[config.mk]
export PLATFORM = sky130hd
export DESIGN_NAME = sb_arbiter
export DESIGN_NICKNAME = d
export VERILOG_FILES = /design/src/rtl/sb_arbiter.sv
export SDC_FILE = /design/constraint.sdc
export NUM_CORES = 1
export LEC_CHECK = 0
export CORE_AREA = 3 3 121 123
export CTS_BUF_LIST = sky130_fd_sc_hd__clkbuf_4 sky130_fd_sc_hd__clkbuf_8 sky130_fd_sc_hd__clkbuf_16
export DETAILED_ROUTE_END_ITERATION = 7
export DIE_AREA = 0 0 124 126
export PLACE_DENSITY_LB_ADDON = 0.3
export SYNTH_ARGS = -nofsm -noshare
export SYNTH_HDL_FRONTEND = slang
export SYNTH_SLANG_ARGS = --single-unit
[constraint.sdc]
create_clock -name clk_i -period 4.5 [get_ports clk_i]
set_clock_uncertainty 0.1 [all_clocks]
set_input_delay 0.45 -clock clk_i [delete_from_list [all_inputs] [get_ports clk_i]]
set_output_delay 0.45 -clock clk_i [all_outputs]
set_load 0.01 [all_outputs]
[src/rtl/sb_arbiter.sv]
// sb_arbiter: two-master arbiter in front of the system bus slave port.
//
// Master 0 (core LSU) and master 1 (UART loader / DMA) share a single slave
// port. The winner owns the bus for one complete transaction, which ends on
// s_ready_i, on a watchdog timeout (ready + err) or when the owner drops its
// request (abandon, no ready pulse). IDLE is always visited between two
// grants, so a transaction takes at least two cycles.
//
// Parameters
//   TIMEOUT    : BUSY cycles a transaction may wait for s_ready_i before it
//                is aborted with err; 0 disables the watchdog
//   FIXED_PRIO : 0 = round-robin on a tie, 1 = master 0 always wins a tie
//
// Ports
//   clk_i, resetn_i            : clock, synchronous active-low reset
//   mX_req/we/be/addr/wd_i     : master X request and transfer attributes
//   mX_rd_o/ready_o/err_o      : master X read data, completion, timeout flag
//   s_req/we/be/addr/wd_o      : request towards the address decoder
//   s_rd_i, s_ready_i          : read data / ready from the decoder mux
//   grant_o                    : one-hot current owner, 00 when IDLE
//
// States
//   IDLE    | no owner, arbitrate pending requests
//   BUSY_M0 | master 0 owns the slave port
//   BUSY_M1 | master 1 owns the slave port
module sb_arbiter #(
    parameter int TIMEOUT    = 255,
    parameter bit FIXED_PRIO = 1'b0
) (
    input  logic        clk_i,
    input  logic        resetn_i,

    input  logic        m0_req_i,
    input  logic        m0_we_i,
    input  logic [3:0]  m0_be_i,
    input  logic [31:0] m0_addr_i,
    input  logic [31:0] m0_wd_i,
    output logic [31:0] m0_rd_o,
    output logic        m0_ready_o,
    output logic        m0_err_o,

    input  logic        m1_req_i,
    input  logic        m1_we_i,
    input  logic [3:0]  m1_be_i,
    input  logic [31:0] m1_addr_i,
    input  logic [31:0] m1_wd_i,
    output logic [31:0] m1_rd_o,
    output logic        m1_ready_o,
    output logic        m1_err_o,

    output logic        s_req_o,
    output logic        s_we_o,
    output logic [3:0]  s_be_o,
    output logic [31:0] s_addr_o,
    output logic [31:0] s_wd_o,
    input  logic [31:0] s_rd_i,
    input  logic        s_ready_i,

    output logic [1:0]  grant_o
);

    localparam int CW = (TIMEOUT < 1) ? 1 : $clog2(TIMEOUT + 1);
    localparam logic [CW-1:0] WAIT_LAST = CW'((TIMEOUT > 0) ? (TIMEOUT - 1) : 0);

    localparam logic [1:0] IDLE    = 2'd0;
    localparam logic [1:0] BUSY_M0 = 2'd1;
    localparam logic [1:0] BUSY_M1 = 2'd2;

    logic [1:0]    state_q, state_d;
    logic          last_q, last_d;          // 1: master 1 was granted last
    logic [CW-1:0] wait_cnt_q, wait_cnt_d;

    logic sel_m1;
    logic cur_req;
    logic timeout_hit;
    logic done_rdy;
    logic done_err;

    always_comb begin
        state_d     = state_q;
        last_d      = last_q;
        wait_cnt_d  = wait_cnt_q;
        done_rdy    = 1'b0;
        done_err    = 1'b0;
        sel_m1      = (state_q == BUSY_M1);
        cur_req     = sel_m1 ? m1_req_i : m0_req_i;
        timeout_hit = (TIMEOUT != 0) && (wait_cnt_q == WAIT_LAST);

        s_req_o     = 1'b0;
        s_we_o      = 1'b0;
        s_be_o      = 4'h0;
        s_addr_o    = 32'h0;
        s_wd_o      = 32'h0;
        grant_o     = 2'b00;

        case (state_q)
            IDLE: begin
                wait_cnt_d = '0;
                // On a tie the master that was not served last wins,
                // unless master 0 has fixed priority.
                if (m0_req_i && m1_req_i) begin
                    state_d = (FIXED_PRIO || last_q) ? BUSY_M0 : BUSY_M1;
                end else if (m0_req_i) begin
                    state_d = BUSY_M0;
                end else if (m1_req_i) begin
                    state_d = BUSY_M1;
                end
            end

            BUSY_M0, BUSY_M1: begin
                grant_o  = sel_m1 ? 2'b10 : 2'b01;
                s_req_o  = cur_req;
                s_we_o   = sel_m1 ? m1_we_i   : m0_we_i;
                s_be_o   = sel_m1 ? m1_be_i   : m0_be_i;
                s_addr_o = sel_m1 ? m1_addr_i : m0_addr_i;
                s_wd_o   = sel_m1 ? m1_wd_i   : m0_wd_i;

                if (!cur_req) begin
                    // Owner gave up: release silently, keep arbitration history.
                    state_d = IDLE;
                end else if (s_ready_i) begin
                    // A late ready on the timeout cycle still counts as success.
                    done_rdy = 1'b1;
                    last_d   = sel_m1;
                    state_d  = IDLE;
                end else if (timeout_hit) begin
                    done_rdy = 1'b1;
                    done_err = 1'b1;
                    last_d   = sel_m1;
                    state_d  = IDLE;
                end else begin
                    wait_cnt_d = wait_cnt_q + 1'b1;
                end
            end

            default: begin
                state_d = IDLE;
            end
        endcase

        m0_ready_o = done_rdy && (state_q == BUSY_M0);
        m0_err_o   = done_err && (state_q == BUSY_M0);
        m1_ready_o = done_rdy && (state_q == BUSY_M1);
        m1_err_o   = done_err && (state_q == BUSY_M1);
        m0_rd_o    = ((state_q == BUSY_M0) && !done_err) ? s_rd_i : 32'h0;
        m1_rd_o    = ((state_q == BUSY_M1) && !done_err) ? s_rd_i : 32'h0;
    end

    always_ff @(posedge clk_i) begin
        if (!resetn_i) begin
            state_q    <= IDLE;
            last_q     <= 1'b1;
            wait_cnt_q <= '0;
        end else begin
            state_q    <= state_d;
            last_q     <= last_d;
            wait_cnt_q <= wait_cnt_d;
        end
    end

endmodule

Yosys cells after proc, flatten, opt, wreduce, memory -nomap -nowiden
Index checks and enable logic that the tools add are counted.
{ "classes": {"eq_ne": 8, "muxes": 35, "addsub": 1, "n_reduce_logical": 15} }
{ "ops": {"columns": ["cell", "n"], "rows": [
  ["$mux 32", 6],
  ["$mux 8", 3],
  ["$mux 2", 9],
  ["$pmux 8 s2", 1],
  ["$mux 1", 13],
  ["$add 8x1->8 const B", 1],
  ["$eq 8x8->1 const B", 1],
  ["$mux 4", 2],
  ["$ne 4x4->1 const B", 2],
  ["$logic_and 1x1->1", 7],
  ["$ne 2x2->1 const B", 3],
  ["$pmux 2 s2", 1],
  ["$reduce_and 4->1", 1],
  ["$reduce_bool 2->1", 2],
  ["$reduce_and 3->1", 1],
  ["$eq 2x1->1 const B", 1],
  ["$eq 2x2->1 const B", 1],
  ["$logic_not 2->1", 1],
  ["$reduce_and 2->1", 1],
  ["$reduce_or 2->1", 1],
  ["$logic_not 1->1", 1]
]} }
{ "totals": {"ff_bits": 11, "elab_cells": 62, "out_inout_bits": 140, "inputBits": 175} }

Longest topological paths before layout
Gate-level depths: netlist of the first run.
{ "logic_depth": {"ltp_word": 8, "mapped_depth": 8, "mapped_depth_nobuf": 7} }

Worst setup path after synthesis of the first run
OpenSTA, ideal clock, no wires.
{ "synth_path": {"path_type": "register to output", "from": "register state_q[0]", "to": "output m0_rd_o[10]", "t_arrival_ns": 1.702, "path_buffers": 2, "path_slack_ns": 2.248, "path_stages_with_launch": 9, "required_ns": 3.950, "cell_sequence": "dfxtp_1 -> inv_1 -> ha_1 -> buf_4 -> mux2i_1 -> nand2b_1 -> o31a_1 -> clkbuf_1 -> and2_1"} }
{ "synth_via": {"elab_chain_cells": 7, "elab_cells_between_ends": 9, "cone_classes": "eq/ne: 2; mux: 4; reduce/logical: 3"} }
{ "synth_lines": {"columns": ["item", "line_no", "text"], "rows": [
  ["start: declaration", "69", "logic [1:0] state_q, state_d;"],
  ["start signal: assignment", "155", "state_q <= state_d;"],
  ["$eq 2x2->1 *", "85", "sel_m1 = (state_q == BUSY_M1);"],
  ["net sel_m1", "73", "logic sel_m1;"],
  ["$mux 1", "86", "cur_req = sel_m1 ? m1_req_i : m0_req_i;"],
  ["$mux 1", "118", "if (!cur_req) begin"],
  ["$mux 1 *", "96", "case (state_q)"],
  ["$logic_not 1->1 *", "145", "m0_rd_o = ((state_q == BUSY_M0) && !done_err) ? s_rd_i : 32'h0;"],
  ["$logic_and 1x1->1 *", "145", null],
  ["$mux 32 *", "145", null],
  ["end: declaration", "38", "output logic [31:0] m0_rd_o,"]
]} }
The timed path passes the listed nets; every way through them passes the cells marked *.

Worst setup path after layout of the first run
{ "layout_path": {"from": "register state_q[0]", "to": "output s_addr_o[8]"} }
{ "layout_via": {"elab_chain_cells": 3, "elab_cells_between_ends": 5, "cone_classes": "eq/ne: 2; mux: 2; reduce/logical: 1"} }
{ "layout_lines": {"columns": ["item", "line_no", "text"], "rows": [
  ["$eq 2x2->1 *", "85", null],
  ["net sel_m1", "73", null],
  ["$mux 32 or $reduce_or 2->1 (tied branches)", "115, 96", null],
  ["$mux 32 *", "96", null],
  ["end: declaration", "54", "output logic [31:0] s_addr_o,"]
]} }
Marked as above.

==> impl_metrics.json, run 1 <==
{
  "avgViaCountPerCell": 4.17,
  "setup_violations": 0,
  "arrival_ns": 2.88,
  "holdBufCountCts": 0,
  "drc_errors": 0,
  "fin_hold_ws_ns": 0.386,
  "num-nets-final": 795,
  "die_area_um2": 15600,
  "hp-start": "wait_cnt_q[5]",
  "post_cts_buffers": 0,
  "seq_area_um2": 220,
  "leakage_nw": 1.99,
  "synth_warnings": 0,
  "synth_area_um2": 2360,
  "num_vias": 3306,
  "rows": 43,
  "area_growth_pct": 144,
  "cts.repair.resized": 0,
  "min_period_over_period": 0.762,
  "critPathKind": "reg -> out",
  "diodes": 0,
  "startpoint": "state_q[0]",
  "hpwl_um": 10800,
  "drt-initial-drc-count": 87,
  "die_y_um": 126,
  "synth_cell_types": 35,
  "fillCellCount": 1376,
  "gp_congestion": 0.888,
  "synth_top_cell_by_area": "mux2i_1",
  "max_freq_mhz": 291,
  "fin_crit_ns": 3.43,
  "cts-root-buf": "clkbuf_16",
  "wl_per_cell_um": 16.0,
  "r2r_setup_slack_ns": 2.10,
  "drv_slew": 0,
  "netlist_instances": 315,
  "path_max_fanout": 48,
  "portBuffers": 314,
  "powerDensity_nw_per_um2": 158,
  "synth_seq_cells": 11,
  "yosysTopAreaCellShare": 0.306,
  "startpoint_type": "register",
  "numPlacedInstances": 789,
  "async_reset_ff_frac": 0,
  "clock-sinks": 11,
  "grt_pass1_vias": 3439,
  "rsz0062_at_grt": "no",
  "grt_usage": 0.151,
  "r2r_end": "wait_cnt_q[6]",
  "ys.flop_type": "dfxtp_1",
  "drv_cap": 0,
  "postRouteAntennaNets": 0,
  "initial_core_util": 0.171,
  "final_cells": 793,
  "syn_nets": 496,
  "timing_worst_slew_pin_value_ns": 0.800,
  "dr.pass1.iters": 4,
  "cts_buffers": 3,
  "final_layout_size_suffix_gt1_frac": 0.0179,
  "synth-edff-count": 0,
  "routed_wl_um": 12700,
  "crit_chain": "inv_1 > ha_4 > buf_4 > mux2i_1 > nor2b_1 > clkdlybuf4s50_1",
  "cts_tree": "done",
  "die_w_um": 124,
  "hold_viol_final": 0,
  "clockBufferDepth": 2,
  "relSlewSlack": 0.467,
  "critical_path_required_ns": 3.95,
  "grt_overflow": 0,
  "ys_seq_area_frac": 0.0934,
  "antenna_found_initial": 0,
  "grt_max_degree": 71,
  "setup_tns_ns": 0,
  "io-pin-count": 315,
  "ctsHtreeMaxLevel": 1,
  "coreArea_um2": 13800,
  "critPathCapture": "s_addr_o[8]",
  "crit_path_end_kind": "output port",
  "rr_worst_depth": 7,
  "syn-mean-instance-area_um2": 7.48,
  "grt_pass1_wl_um": 18800,
  "status": "finished clean",
  "synth.area.top_cells": "mux2i_1 31%, nor2b_1 19%, and2_1 18%",
  "max_stage_delay_ns": 0.70,
  "multi_input_area_um2": 2010,
  "clk_pin_slew_ns": 0.05,
  "r2r-start": "state_q[1]",
  "cp_slowest_cell": "buf_4",
  "min_path_type": "reg -> reg",
  "vdd_ir_drop_max_mv": 0.0864,
  "clk_latency_ns": 0.24
}
## logic make-up after synthesis
group,count (synthesis),synth area share
compound gates,22,0.0664
fa+ha+maj,6,0.0318
buf+inv,34,0.0600
flops,11,0.0934
mux,72,0.306
simple gates,170,0.443
## synth_stat cells, drive strengths merged, types with 5 or more instances
library cell  count
nand2             8
inv               8
clkbuf           16
nand4             5
nor2b            71
ha                6
dfxtp            11
mux2i            72
buf               9
and2             66
## how the worst min path moves through the flow
stage | end | cells after the start
6_report | wait_cnt_q[5] | 2
4_1_cts | wait_cnt_q[5] | 2
3_3_place_gp | wait_cnt_q[5] | 2
2_1_floorplan | wait_cnt_q[5] | 2
3_5_place_dp | state_q[0] | 2
5_1_grt | wait_cnt_q[5] | 2
## cell usage in the layout, fill, tap and decap left out, drive strengths merged, types with 3 or more instances in the layout
cell type      count
a21oi              3
mux2i             72
dfxtp             11
clkdlybuf4s50    314
nand4              5
buf                5
nand2b             4
nor2b             71
ha                 6
nand3              4
o21ai              4
clkbuf             3
nand2              8
inv                8
and2              66
## critical path: cells and delay by family (launching register included)
family        cells  cell delay, ns
mux               1            0.20
simple gates      1            0.17
flops             1            0.32
buf+inv           3            1.40
fa+ha+maj         1            0.47
## sequential cells by signal (all words and copies together) (netlist names)
signal,count
wait_cnt_q,8
last_q,1
state_q,2
## routing by layer
metal / wire [um] / vias up / GRT usage
met5: 0 / - / 0
met4: 108 / 0 / 0.0206
met3: 1320 / 9 / 0.0413
met2: 6660 / 177 / 0.284
met1: 4630 / 1451 / 0.172
li1: - / 1669 / -
## layout make-up
type                            instances  area share
Timing Repair Buffer                  319       0.553
Multi-Input combinational cell        270       0.349
Tap cell                              180      0.0392
Sequential cell                        11      0.0383
Clock buffer                            3      0.0131
Inverter                                9     0.00588
Clock inverter                          1    0.000871
## metrics by stage
stage               setup slack [ns]  total power, mW  cell area, um2  utilization
CTS                             1.03            0.918            5750        0.417
finish                          1.07            0.907            5750        0.417
global route                   0.880            0.963            5750        0.417
global placement                1.32            0.746            5670        0.412
floorplan                       2.25            0.357            2360            -
detailed placement              1.29            0.748            5670        0.412
## report_power, final
part / switching, mW / internal [mW]
registers: 0.00277 / 0.100
logic: 0.240 / 0.398
clock network: 0.0478 / 0.118
total: 0.291 / 0.616
No activity file was read; power rests on OpenSTA's default activity.
==> run 2, diff against run 1 <==
Settings changed: CORE_AREA 3 3 121 123 to 3 3 122 124, DIE_AREA 0 0 124 126 to 0 0 125 127.
Clock period 4.5 ns to 3.52 ns, I/O delays scaled along.
==> run 2 against run 1 <==
Effect of this change:
- sequential share of layout area stayed put
- critical endpoint is now m0_rd_o[19]
- die area is 1.6% higher
- register-to-register slack worse by 1.0 ns
- flip-flop and latch count stayed put
- largest cell class unchanged
- combinational power is 29% higher
- critical path type unchanged
==> impl_metrics.json, run 2 (same netlist as run 1, synthesis figures left out) <==
{
  "use_met1": 0.172,
  "rsz0062_at_grt": "no",
  "num-nets-final": 793,
  "rows": 43,
  "drt-initial-drc-count": 118,
  "clk_latency_ns": 0.24,
  "hpwl_um": 11400,
  "portBuffers": 314,
  "drc_errors": 0,
  "r2r_setup_slack_ns": 1.09,
  "clock-sinks": 11,
  "die_area_um2": 15900,
  "avgViaCountPerCell": 4.24,
  "io-pin-count": 315,
  "min_path_type": "reg -> reg",
  "grt_pass1_vias": 3450,
  "r2r_end": "wait_cnt_q[4]",
  "cts_buffers": 3,
  "vdd_ir_drop_max_mv": 0.119,
  "critical_path_required_ns": 3.07,
  "crit_path_end_kind": "output port",
  "met2_usage": 0.302,
  "area_growth_pct": 144,
  "status": "finished clean",
  "total_power_mw": 1.16,
  "timing_worst_slew_pin_value_ns": 0.552,
  "holdBufCountCts": 0,
  "leakage_nw": 1.98,
  "cts-root-buf": "clkbuf_16",
  "startpoint_type": "register",
  "fin_crit_ns": 2.96,
  "final_cell_mix": "314 x clkdlybuf4s50_1, 72 x mux2i_1, 71 x nor2b_1, 66 x and2_1, 11 x dfxtp_1",
  "grt_pass1_wl_um": 19900,
  "r2r-start": "state_q[1]",
  "setup_violations": 0,
  "post_cts_buffers": 0,
  "cts_tree": "done",
  "largest_register": "wait_cnt_q",
  "die_w_um": 125,
  "final_common_cell": "clkdlybuf4s50_1",
  "coreArea_um2": 13900,
  "ctsHtreeMaxLevel": 1,
  "min_period_over_period": 0.841,
  "startpoint": "state_q[0]",
  "final_util": 0.414,
  "hold_depth": 2,
  "powerDensity_nw_per_um2": 202,
  "dr.pass1.iters": 4,
  "drv_cap": 0,
  "arrival_ns": 2.51,
  "relSlewSlack": 0.627,
  "gp_congestion": 0.851,
  "path_max_fanout": 32,
  "antenna_found_initial": 0,
  "min_to": "wait_cnt_q[5]",
  "max_freq_mhz": 338,
  "critPathKind": "reg -> out",
  "reg_top3": "wait_cnt_q (8), state_q (2), last_q (1)",
  "largest_reg_flops": 8,
  "hold_viol_final": 0,
  "fillCellCount": 1385,
  "drv_slew": 0,
  "wl_per_cell_um": 17.1,
  "setup_tns_ns": 0,
  "final_layout_size_suffix_gt1_frac": 0.0180,
  "grt_usage": 0.156,
  "grt_max_degree": 72,
  "die_y_um": 127,
  "rr_worst_depth": 7,
  "initial_core_util": 0.170,
  "postRouteAntennaNets": 0,
  "clockBufferDepth": 2,
  "grt_use_met3": 0.0401,
  "routed_wl_um": 13500,
  "clk_pin_slew_ns": 0.04,
  "diodes": 0,
  "hp-start": "wait_cnt_q[5]",
  "grt-busiest-layer": "met2",
  "grt_overflow": 0,
  "num_vias": 3351
}
run 2: cell types whose count changed in the layout (fill, tap and decap cells not counted):
cell,delta
buf_4,-3
o31a_2,+2
o31a_1,-2
buf_12,+1
run 2: layout make-up:
cell class	instances	area [um2]	area share
well taps	180	225	0.0392
multi-input cells	270	2010	0.350
repair buffers	317	3180	0.553
inverters	9	33.8	0.00588
flip-flops and latches	11	220	0.0383
clock inverters	1	5.00	0.000871
clock buffers	3	75.1	0.0131
run 2: how the worst max path moves through the flow:
stage,endpoint,slack (ns),cells past startpoint
global placement,m1_rd_o[9],0.33,6
detailed placement,m0_rd_o[23],0.30,6
global route,m1_rd_o[31],0.33,7
CTS,m0_rd_o[19],0.15,7
finish,m0_rd_o[19],0.56,7
floorplan,m0_rd_o[10],1.37,8
run 2: routing by layer:
metal | wire length [um] | share of wire
met1 | 5040 | 0.37
met2 | 7210 | 0.53
met3 | 1080 | 0.080
met4 | 210 | 0.016
met5 | 0 | 0
run 2: metrics by stage:
stage	worst slack (ns)	area (um2)	hold slack, ns	cells
after CTS	0.153	5750	0.399	791
after detailed placement	0.300	5670	0.394	787
after global routing	0.332	5750	0.441	791
final	0.561	5750	0.393	791
after floorplan	1.37	2360	0.352	315
after global placement	0.331	5670	0.373	787
run 2: repair_timing:
item                       in CTS  in global routing
gates resized for setup         0                  2
hold endpoints to repair        0                  0
setup endpoints to repair       0                 34
run 2: worst max-delay path, cell delays in order, from the launching register on:
cell and delay (ns):
dfxtp_1 0.32, inv_1 0.15, ha_4 0.20, mux2i_1 0.18, nand2b_1 0.19, o31a_2 0.46, and2_1 0.20, clkdlybuf4s50_1 0.56
run 2: report_power, final:
part	switching [mW]	internal, mW	leakage [nW]	total [mW]
Combinational	0.313	0.507	1.85	0.820
Clock	0.0610	0.151	0.0409	0.212
Sequential	0.00365	0.129	0.0891	0.132
